===== src/rtl/reg_writeback_pkg.sv =====
// Shared types and widths for the writeback collector and the register file.
// The default widths here match the register file's write port.
package reg_writeback_pkg;

  localparam int WB_ADDR_WIDTH = 5;
  localparam int WB_DATA_WIDTH = 32;

  typedef struct packed {
    logic [WB_ADDR_WIDTH-1:0] rd;
    logic [WB_DATA_WIDTH-1:0] dat;
  } wb_entry_t;

endpackage


===== src/rtl/wb_fifo.sv =====
// In-order queue with two pushes per cycle (port 0 stored first) and one pop.
// Every slot is exposed with an occupied flag so the caller can search pending writes.
module wb_fifo
  import reg_writeback_pkg::*;
#(
  parameter type entry_t    = wb_entry_t,
  parameter int  FIFO_DEPTH = 4,
  localparam int PTR_W      = $clog2(FIFO_DEPTH),
  localparam int CNT_W      = PTR_W + 1
) (
  input  logic                  clk,
  input  logic                  rst,
  input  logic                  push0_i,
  input  entry_t                ent0_i,
  input  logic                  push1_i,
  input  entry_t                ent1_i,
  input  logic                  pop_i,
  output entry_t                head_o,
  output logic [CNT_W-1:0]      count_o,
  output logic [FIFO_DEPTH-1:0] occ_o,
  output entry_t                ent_o [FIFO_DEPTH]
);

  entry_t           mem_q [FIFO_DEPTH];
  logic [PTR_W-1:0] wr_ptr_q, wr_ptr_d;
  logic [PTR_W-1:0] rd_ptr_q, rd_ptr_d;
  logic [CNT_W-1:0] count_q, count_d;
  logic [PTR_W-1:0] wr1_idx;

  // Port 1 lands directly behind port 0 when both push together.
  always_comb begin
    wr1_idx  = wr_ptr_q + PTR_W'(push0_i);
    wr_ptr_d = wr_ptr_q + PTR_W'(push0_i) + PTR_W'(push1_i);
    rd_ptr_d = rd_ptr_q + PTR_W'(pop_i);
    count_d  = count_q + CNT_W'(push0_i) + CNT_W'(push1_i) - CNT_W'(pop_i);
  end

  always_ff @(posedge clk) begin
    if (rst) begin
      wr_ptr_q <= '0;
      rd_ptr_q <= '0;
      count_q  <= '0;
    end else begin
      wr_ptr_q <= wr_ptr_d;
      rd_ptr_q <= rd_ptr_d;
      count_q  <= count_d;
    end
  end

  always_ff @(posedge clk) begin
    if (push0_i) mem_q[wr_ptr_q] <= ent0_i;
    if (push1_i) mem_q[wr1_idx]  <= ent1_i;
  end

  assign head_o  = mem_q[rd_ptr_q];
  assign count_o = count_q;

  for (genvar gi = 0; gi < FIFO_DEPTH; gi++) begin : g_slot
    logic [PTR_W-1:0] offset;
    // Slot distance from the head, modulo the depth; occupied when inside count.
    assign offset    = PTR_W'(gi) - rd_ptr_q;
    assign occ_o[gi] = ({1'b0, offset} < count_q);
    assign ent_o[gi] = mem_q[gi];
  end

endmodule


===== src/rtl/reg_writeback.sv =====
// Writeback collector: merges ALU and LSU results into one register-file write
// port and flags read-after-write hazards against every still-pending write.
module reg_writeback
  import reg_writeback_pkg::*;
#(
  parameter int ADDR_WIDTH = WB_ADDR_WIDTH,
  parameter int DATA_WIDTH = WB_DATA_WIDTH,
  parameter int FIFO_DEPTH = 4
) (
  input  logic                  clk,
  input  logic                  rst,
  input  logic                  alu_valid_i,
  output logic                  alu_ready_o,
  input  logic [ADDR_WIDTH-1:0] alu_rd_i,
  input  logic [DATA_WIDTH-1:0] alu_dat_i,
  input  logic                  lsu_valid_i,
  output logic                  lsu_ready_o,
  input  logic [ADDR_WIDTH-1:0] lsu_rd_i,
  input  logic [DATA_WIDTH-1:0] lsu_dat_i,
  output logic [ADDR_WIDTH-1:0] rd_o,
  output logic [DATA_WIDTH-1:0] dat_o,
  output logic                  w_en_o,
  input  logic [ADDR_WIDTH-1:0] chk_rs1_i,
  input  logic [ADDR_WIDTH-1:0] chk_rs2_i,
  output logic                  hazard_o
);

  localparam int PTR_W = $clog2(FIFO_DEPTH);
  localparam int CNT_W = PTR_W + 1;

  typedef struct packed {
    logic [ADDR_WIDTH-1:0] rd;
    logic [DATA_WIDTH-1:0] dat;
  } entry_t;

  entry_t               head, lsu_ent, alu_ent;
  entry_t               ent [FIFO_DEPTH];
  logic [FIFO_DEPTH-1:0] occ, hit;
  logic [CNT_W-1:0]     count, space;
  logic                 not_empty, lsu_room, alu_room, lsu_push, alu_push;

  // The same-cycle pop frees a slot, so a full queue still takes one push.
  always_comb begin
    not_empty = (count != '0);
    space     = CNT_W'(FIFO_DEPTH) - count + CNT_W'(not_empty);
    lsu_room  = (space >= CNT_W'(1));
    lsu_push  = !rst && lsu_valid_i && (lsu_rd_i != '0) && lsu_room;
    alu_room  = (space >= (lsu_push ? CNT_W'(2) : CNT_W'(1)));
    alu_push  = !rst && alu_valid_i && (alu_rd_i != '0) && alu_room;
  end

  // Writes to x0 are acknowledged but dropped before the queue.
  assign lsu_ready_o = !rst && (lsu_room || (lsu_rd_i == '0));
  assign alu_ready_o = !rst && (alu_room || (alu_rd_i == '0));

  assign lsu_ent = '{rd: lsu_rd_i, dat: lsu_dat_i};
  assign alu_ent = '{rd: alu_rd_i, dat: alu_dat_i};

  wb_fifo #(
    .entry_t   (entry_t),
    .FIFO_DEPTH(FIFO_DEPTH)
  ) u_fifo (
    .clk    (clk),
    .rst    (rst),
    .push0_i(lsu_push),
    .ent0_i (lsu_ent),
    .push1_i(alu_push),
    .ent1_i (alu_ent),
    .pop_i  (w_en_o),
    .head_o (head),
    .count_o(count),
    .occ_o  (occ),
    .ent_o  (ent)
  );

  assign w_en_o = !rst && not_empty;
  assign rd_o   = w_en_o ? head.rd  : '0;
  assign dat_o  = w_en_o ? head.dat : '0;

  for (genvar gi = 0; gi < FIFO_DEPTH; gi++) begin : g_hazard
    assign hit[gi] = occ[gi] &&
                     (((ent[gi].rd == chk_rs1_i) && (chk_rs1_i != '0)) ||
                      ((ent[gi].rd == chk_rs2_i) && (chk_rs2_i != '0)));
  end

  assign hazard_o = !rst && (|hit);

endmodule


===== config.mk =====
export PLATFORM = sky130hd
export DESIGN_NAME = reg_writeback
export DESIGN_NICKNAME = d
export VERILOG_FILES = /design/src/rtl/reg_writeback_pkg.sv /design/src/rtl/wb_fifo.sv /design/src/rtl/reg_writeback.sv
export SDC_FILE = /design/constraint.sdc
export NUM_CORES = 1
export LEC_CHECK = 0
export BUFFER_PORTS_ARGS = -buffer_cell sky130_fd_sc_hd__buf_2
export CAP_MARGIN = 20
export CORE_ASPECT_RATIO = 1.75
export CORE_MARGIN = 2
export CORE_UTILIZATION = 52
export CTS_CLUSTER_DIAMETER = 50
export CTS_CLUSTER_SIZE = 40
export DETAILED_ROUTE_END_ITERATION = 8
export GPL_ROUTABILITY_DRIVEN = 0
export GPL_TIMING_DRIVEN = 0
export PLACE_DENSITY = 0.84
export SYNTH_ARGS = -nofsm -noshare
export SYNTH_HDL_FRONTEND = slang
export SYNTH_SLANG_ARGS = --single-unit

===== constraint.sdc =====
create_clock -name clk -period 4.05 [get_ports clk]
set_input_delay 0.81 -clock clk [delete_from_list [all_inputs] [get_ports clk]]
set_output_delay 0.81 -clock clk [all_outputs]
set_load 0.02 [all_outputs]

== Yosys cells after proc, flatten, opt, wreduce, memory -nomap -nowiden ==
Memory sizes are Yosys's and may differ from the RTL's. A register that Yosys moved wholly into a read port is not among the register bits.
Index checks and enable logic that the tools add are counted.
Widths: inputs -> output; s select.
Word-level totals
  word-level logic and storage cells: 75
  memories: 1
  output and inout bits: 41
  memory bits (writable): 148
  bits in registers: 7
Operators by class
  magnitude comparators: 6
  eq/ne operators: 8
  multiplexer cells: 8
  add/sub/neg operators: 12
  reductions and logical operators: 37
Memory list
  u_fifo.mem_q: words 4, width 37, rd ports 5, clocked after Yosys merged registers in 1, write ports 2, line wb_fifo.sv:24  | entry_t mem_q [FIFO_DEPTH];
Operator list (number)
  $eq 5x5->1: 8
  $mux 32: 1
  $logic_and 1x1->1: 22
  $reduce_bool 5->1: 4
  $lt 2x3->1: 4
  $logic_not 5->1: 2
  $add 3x1->3: 3
  $add 2x1->2: 3
  $logic_or 1x1->1: 6
  $mux 5: 1
  $mux 1: 4
  $mux 2: 2
  $reduce_or 4->1: 1
  $sub 1x2->2 const A: 2
  $sub 2x2->2 const A: 2
  $ge 3x1->1 const B: 1
  $ge 3x2->1: 1
  $reduce_bool 3->1: 1
  $sub 3x1->3: 1
  $sub 3x3->3 const A: 1
  $logic_not 1->1: 1

== Depth between registers and ports, before layout ==
Gate-level depths: netlist of the first run.
  depth after elaboration: 9
  mapped depth: 20

== Hierarchy ==
A second synthesis of the first run with hierarchy kept.
Unflattened totals
  cell total of the unflattened synthesis: 556
  area total of the unflattened synthesis: 8703.3 um^2
By module, submodules not included
  wb_fifo: cells an instance 416, area an instance 7722.4 um^2, instances 1
  reg_writeback: cells an instance 140, area an instance 980.9 um^2, instances 1

== Least setup slack after synthesis of the first run ==
No wires, ideal clock.
  path type: register to register
  start: register u_fifo.count_q[2] (netlist: u_fifo.count_o[2])
  end: memory u_fifo.mem_q[2][0] (netlist name) (enable)
  required time: 3611 ps
  path buffers: 3
  setup slack: -185 ps
  stages on the path, launching flop included: 18
  clock period less this slack: 4235 ps
  arrival time: 3796 ps
  cells stage by stage: dfxtp_1 > buf_4 > nor3_1 > ha_1 > inv_1 > ha_1 > xor2_1 > nor3b_1 > nand4bb_1 > ha_1 > nand2b_1 > a211oi_1 > nor3_2 > inv_2 > nor3_2 > buf_6 > buf_6 > o21bai_1
RTL lines
  start, declared: line wb_fifo.sv:27  | logic [CNT_W-1:0] count_q, count_d;
  start signal, assigned: line wb_fifo.sv:46  | count_q <= count_d;
  end, declared: line wb_fifo.sv:24

== Worst setup path in the final report of the first run ==
  start: register u_fifo.count_q[0] (netlist: u_fifo.count_o[0])
  end: register u_fifo.count_q[2] (netlist: u_fifo.count_o[2])
Between the ends
  word-level cells in the longest chain between the ends: 9
  elaborated cells between the ends (all ways): 12
  classes of those cells: 5 x add/sub; 2 x order compare; 1 x mux; 4 x reduce/logical
Ends and longest elaborated chain
  $sub 3x3->3 / $reduce_bool 3->1 (equally long branches): line reg_writeback.sv:45, reg_writeback.sv:44
  $add 3x1->3: line reg_writeback.sv:45  | space = CNT_W'(FIFO_DEPTH) - count + CNT_W'(not_empty);
  $ge 3x1->1: line reg_writeback.sv:46  | lsu_room = (space >= CNT_W'(1));
  $logic_and 1x1->1: line reg_writeback.sv:47  | lsu_push = !rst && lsu_valid_i && (lsu_rd_i != '0) && lsu_room;
  $mux 2: line reg_writeback.sv:48  | alu_room = (space >= (lsu_push ? CNT_W'(2) : CNT_W'(1)));
  $ge 3x2->1: line reg_writeback.sv:48
  $logic_and 1x1->1: line reg_writeback.sv:49  | alu_push = !rst && alu_valid_i && (alu_rd_i != '0) && alu_room;
  $add 3x1->3: line wb_fifo.sv:35  | count_d = count_q + CNT_W'(push0_i) + CNT_W'(push1_i) - CNT_W'(pop_i);
  $sub 3x1->3 (*): line wb_fifo.sv:35
Mark *: on every way between the ends. The rest lies on a longest branch, timed or not.
A chain may end at the register's enable or synchronous reset.

==> results of run 1 <==
-- power by group through the flow --
stage | Sequential, mW | Clock (mW) | Combinational (mW)
after detailed placement | 2.38 | 0 | 2.34
after global routing | 2.38 | 1.81 | 2.74
after global placement | 2.36 | 0 | 2.25
after CTS | 2.35 | 1.75 | 2.48
after floorplan | 2.33 | 0 | 1.71
final | 2.35 | 1.74 | 2.56
-- routing by layer --
metal | routed length, um | track usage (%)
met1 | 7588 | 25.33
met2 | 11340 | 41.59
met3 | 940 | 3.831
met4 | 809 | 12.61
met5 | 0 | 0
-- sequential cells by signal, summed over array words and instances, names as in the netlist --
name	flops
u_fifo.count_o	3
u_fifo.wr_ptr_q	2
u_fifo.rd_ptr_q	2
u_fifo.mem_q	148
-- layout make-up --
| type | instances | area [um2] |
|---|---|---|
| tap | 227 | 284.0 |
| clock inverter | 13 | 217.7 |
| multi-input combinational | 350 | 4146 |
| clock buffer | 19 | 432.9 |
| antenna | 5 | 12.51 |
| fill | 1218 | 6058 |
| timing repair buffer | 137 | 825.8 |
| buffer | 42 | 267.8 |
| sequential | 155 | 4586 |
| inverter | 10 | 37.54 |
-- per-stage QoR --
step	setup WS (ps)	hold WS, ps	TNS (ps)
final	109.7	659.9	0
after global placement	-1102	558.6	-106710
after detailed placement	-742.7	616.4	-68560
after CTS	10.34	668.9	0
after global routing	-116.0	684.8	-1913
after floorplan	21.60	545.0	0
-- cell usage after synthesis, drive strengths merged, types with 2 or more instances --
| cell type | count | area [um2] |
|---|---|---|
| mux4 | 37 | 833.3 |
| edfxtp | 148 | 4444 |
| a21oi | 6 | 30.03 |
| nand3 | 8 | 40.04 |
| ha | 12 | 150.1 |
| o22ai | 4 | 25.02 |
| dfxtp | 7 | 140.1 |
| nand2b | 3 | 18.77 |
| mux2 | 148 | 1952 |
| xnor2 | 29 | 254.0 |
| nor2 | 10 | 40.04 |
| clkbuf | 18 | 67.56 |
| inv | 10 | 37.53 |
| and2 | 37 | 231.5 |
| nor4 | 8 | 50.05 |
| buf | 24 | 192.7 |
| xor2 | 19 | 166.4 |
| nand2 | 3 | 11.26 |
| fa | 2 | 40.04 |
| nor2b | 4 | 25.02 |
| or4 | 3 | 22.52 |
| nor3 | 8 | 65.06 |
-- kinds of logic after synthesis --
group / synth area share, %
and+or+nand+nor: 5.945
DFF: 51.50
xor gates and xnor gates: 4.722
muxes: 31.29
AOI/OAI and AO/OA: 1.068
adders and majority gates: 2.136
buffers and inverters: 3.345
-- path summary, 6_finish.rpt --
check	from	end	slack, ps
setup / recovery	u_fifo.count_o[0]	u_fifo.count_o[2]	110
hold reg to reg	u_fifo.rd_ptr_q[0]	u_fifo.rd_ptr_q[0]	660
hold / removal	u_fifo.rd_ptr_q[0]	u_fifo.rd_ptr_q[0]	660
setup reg to reg	u_fifo.count_o[0]	u_fifo.count_o[2]	110
-- worst min-delay path: stages (launching register included) --
cell,delay (ps)
dfxtp_1,340
ha_1,140
nor2b_1,130
-- repair_timing --
item | CTS | global route
pin swaps | 4 | 8
setup buffers | 7 | 8
resized for setup | 15 | 6
endpoints found under the setup margin | 258 | 259
cloned | 1 | 1
==> results.json, run 1 <==
{
  "drv_cap": 0,
  "die_width_um": 102.9,
  "drt_iter0_markers": 255,
  "ys_seq_area_share_pct": 51.50,
  "grt_max_degree": 24,
  "fin_nets": 815,
  "dr_total_vias": 5482,
  "drv_slew": 0,
  "crit_buf_inv": 3,
  "ys_warn_count": 0,
  "reg2reg_depth": 18,
  "area_delta_synth_final_pct": 21.43,
  "placed_area_um2": 9849,
  "final_cell_mix": "edfxtp_1, buf_2, mux2_4",
  "drt_first_pass_iters": 6,
  "place_hpwl_um": 13880,
  "synthCells": 556,
  "relSlewSlack_pct": 50.04,
  "power.internal_mw": 4.567,
  "p_switching_mw": 2.086,
  "grt_pass1_wl_um": 30770,
  "io_pins": 129,
  "core_um2": 16870,
  "synth-edff-count": 148,
  "fin_cells": 958,
  "clock-skew-final_ps": 8.880,
  "synth-main-ff-cell": "edfxtp_1",
  "start_util_pct": 52.77,
  "cts_htree_levels": 4,
  "outcome": "complete, no violations",
  "fin_total_pwr_mw": 6.652,
  "endpoint_kind": "register",
  "cts.path.max_buffers": 2,
  "power.share.clock_pct": 26.1,
  "clock-sinks": 155,
  "ys_types": 37,
  "ir_drop_mv": 0.3623,
  "avgViaCountPerCell": 5.722,
  "cts_hold_buf": 0,
  "start_kind": "register",
  "cpLargestDelayFamily": "adder cells",
  "finalWirelength_um": 20680,
  "p_per_area_nw_per_um2": 615.4,
  "synth_area_um2": 8902,
  "place_inst": 904,
  "fmax_mhz": 253.8,
  "async_flop_share_pct": 0,
  "worst_slew_pin_slew_ps": 749.4,
  "leakage_nw": 3.997,
  "final_common_cell": "edfxtp_1",
  "die-area_um2": 18220,
  "hold_viol": 0,
  "ant_nets": 0,
  "cts_buffers": 17,
  "finalCriticalPeriod_ps": 3940,
  "pwr-share-comb_pct": 38.5,
  "drive_gt1_share_pct": 54.68,
  "gr-total-overflow": 0,
  "swShare_pct": 31.35,
  "finalInstanceArea_um2": 10810,
  "portBuffers": 118,
  "clk_latency_ps": 430,
  "period_share_pct": 97.29,
  "crit_type": "register to register",
  "post-route-util_pct": 64.09,
  "p_seq_share_pct": 35.3,
  "setup_violations": 0,
  "path_max_fanout": 6,
  "path_clk_slew_ps": 60,
  "track_usage_pct": 23.18,
  "wire_per_inst_um": 21.59,
  "cp_slowest_cell": "dfxtp_2",
  "ys_ff_latch": 155,
  "arrival_ps": 4240,
  "drc_errors": 0,
  "antenna_found_initial": 5,
  "min_delay_path_depth": 2,
  "path_depth": 18,
  "rsz0062_at_grt": "true",
  "grt_pass1_vias": 5848,
  "cts_tree": "done",
  "required_ps": 4350,
  "hp-class": "register to register",
  "clockRootBuffer": "clkbuf_16",
  "rows": 63,
  "syn_avg_cell_area_um2": 16.01,
  "cp_slowest_stage_delay_ps": 370,
  "path_cells": "nor3_4, ha_2, inv_1, ha_2, nor3b_2, nand4bb_4, ha_4, nand2b_1, a211oi_2, nor3_2, inv_2, ha_4, inv_1, fa_2, fa_2, xnor2_2, xnor2_1, nor2_1",
  "syn_nets": 658,
  "fp.dieH_um": 177.1
}
(Power assumes the default switching activity.)
==> inputs of run 2 (changes only) <==
--- a/config.mk
+++ b/config.mk
@@ -8,7 +8,7 @@
 export BUFFER_PORTS_ARGS = -buffer_cell sky130_fd_sc_hd__buf_2
 export CAP_MARGIN = 20
 export CORE_ASPECT_RATIO = 1.75
-export CORE_MARGIN = 2
+export CORE_MARGIN = 5
 export CORE_UTILIZATION = 52
 export CTS_CLUSTER_DIAMETER = 50
 export CTS_CLUSTER_SIZE = 40
==> results.json, run 2 (synthesis results as in run 1) <==
{
  "outcome": "complete, no violations",
  "antenna_found_initial": 8,
  "finalWirelength_um": 21260,
  "path_clk_slew_ps": 60,
  "p_per_area_nw_per_um2": 597.0,
  "grt_util_met3_pct": 4.227,
  "grt_max_degree": 22,
  "io_pins": 129,
  "cts_buffers": 17,
  "hold_slack_ps": 637.6,
  "portBuffers": 118,
  "num-fill-cells": 1209,
  "reg2reg_depth": 20,
  "placed_area_um2": 9857,
  "fin_nets": 814,
  "gr-total-overflow": 0,
  "rsz0062_at_grt": "true",
  "path_cells": "buf_4, nor3_4, ha_1, inv_1, ha_1, xor2_2, nor3b_2, nand4bb_4, ha_1, nand2b_1, a211oi_2, nor3_2, inv_2, ha_1, inv_1, fa_1, fa_2, xnor2_2, xnor2_1, nor2_1",
  "area_delta_synth_final_pct": 20.23,
  "finalInstanceArea_um2": 10700,
  "required_ps": 4350,
  "cts_hold_buf": 0,
  "drv_slew": 0,
  "endpoint_kind": "register",
  "p_seq_share_pct": 36.7,
  "track_usage_pct": 21.74,
  "clock-skew-final_ps": 8.344,
  "path_max_fanout": 7,
  "leakage_nw": 3.955,
  "avgViaCountPerCell": 5.666,
  "crit_top_cell": "ha_1",
  "crit_type": "register to register",
  "use_met1_pct": 22.31,
  "cts_htree_levels": 4,
  "cts.path.max_buffers": 2,
  "place_inst": 904,
  "place_hpwl_um": 14560,
  "start_kind": "register",
  "fmax_mhz": 254.7,
  "period_share_pct": 96.95,
  "crit_buf_inv": 4,
  "fp.dieH_um": 183.1,
  "fin_cells": 959,
  "clock-sinks": 155,
  "grt.busiest_layer": "met2",
  "final_cell_mix": "edfxtp_1, buf_2, mux2_4",
  "arrival_ps": 4230,
  "wire_per_inst_um": 22.17,
  "die_width_um": 108.9,
  "die-area_um2": 19940,
  "drv_cap": 0,
  "hp-class": "register to register",
  "relSlewSlack_pct": 52.98,
  "rows": 63,
  "p_switching_mw": 2.102,
  "path_depth": 20,
  "drt_iter0_markers": 296,
  "dr_total_vias": 5434,
  "cpLargestDelayFamily": "adder cells",
  "worst_slew_pin_slew_ps": 705.3,
  "drt_first_pass_iters": 5,
  "core_um2": 16870,
  "grt_pass1_vias": 5972,
  "clk_latency_ps": 430,
  "finalCriticalPeriod_ps": 3926,
  "hold_viol": 0,
  "power.internal_mw": 4.288,
  "largest_register_ffs": 148,
  "setup_tns_ps": 0,
  "pwr-share-comb_pct": 40.6,
  "top_register": "u_fifo.mem_q",
  "swShare_pct": 32.90,
  "power.share.clock_pct": 22.7,
  "min_delay_path_depth": 2,
  "cp_slowest_cell": "fa_1",
  "drive_gt1_share_pct": 53.79,
  "final_common_cell": "edfxtp_1",
  "drc_errors": 0,
  "cp_slowest_stage_delay_ps": 380,
  "fin_total_pwr_mw": 6.390,
  "cts_tree": "done",
  "met2_usage_pct": 39.76,
  "setup_violations": 0,
  "grt_pass1_wl_um": 32000,
  "clockRootBuffer": "clkbuf_16",
  "ir_drop_mv": 0.3672,
  "start_util_pct": 52.77,
  "ant_nets": 0
}
==> run 2: cell count changes in the layout (fill, tap and decap cells not counted), moves of 2 or more <==
| cell | before | now |
|---|---|---|
| buf_4 | 12 | 9 |
| ha_1 | 8 | 12 |
| diode_2 | 5 | 7 |
| ha_2 | 2 | 0 |
| ha_4 | 2 | 0 |
| clkinv_1 | 0 | 3 |
| clkbuf_1 | 20 | 18 |
| inv_6 | 0 | 5 |
| buf_12 | 6 | 8 |
| bufinv_16 | 5 | 0 |
==> run 2: power groups by stage <==
stage                     clock, mW  sequential, mW  combinational [mW]
after floorplan                   0            2.33                1.71
after global routing           1.54            2.37                2.77
after global placement            0            2.36                2.25
after CTS                      1.47            2.34                2.46
final                          1.45            2.34                2.59
after detailed placement          0            2.38                2.36
==> run 2: tightest hold or removal path: stages (launching register included) <==
cell     delay, ps
dfxtp_1        360
ha_1           130
nor2b_1        120
==> run 2: timing repair <==
item | 4_1_cts | 5_1_grt
pin swaps | 4 | 3
resized for setup | 11 | 3
setup buffers | 3 | 11
gates cloned | 1 | 1
hold endpoints to repair | 0 | 0
endpoints found under the setup margin | 151 | 144
==> run 2: path summary, 6_finish.rpt <==
check	from	endpoint	slack, ps
setup / recovery	u_fifo.count_o[2]	u_fifo.count_o[2]	120
hold reg to reg	u_fifo.rd_ptr_q[0]	u_fifo.rd_ptr_q[0]	640
hold / removal	u_fifo.rd_ptr_q[0]	u_fifo.rd_ptr_q[0]	640
setup reg to reg	u_fifo.count_o[2]	u_fifo.count_o[2]	120
==> run 2: final cells by class <==
cell class                      instances  area [um2]  area share (%)
Sequential cell                       155        4586           42.85
Clock inverter                         15       115.1           1.076
Antenna cell                            7       17.52          0.1637
Buffer                                 42       260.3           2.432
Timing Repair Buffer                  136       863.3           8.066
Inverter                               10       37.54          0.3507
Clock buffer                           17       425.4           3.975
Tap cell                              227       284.0           2.654
Multi-Input combinational cell        350        4114           38.44
==> run 2: per-layer routing <==
metal / wire length (um) / vias up
li1: - / 2451
met1: 7302 / 2767
met2: 12190 / 166
met3: 913 / 48
met4: 838 / 2
met5: 13 / -
==> run 2: metrics by stage <==
step	setup slack, ps	utilization, %
final	123.6	63.45
after CTS	1.069	62.27
after detailed placement	-676.2	58.43
after global routing	-96.36	63.45
after global placement	-1060	57.98
after floorplan	21.60	-
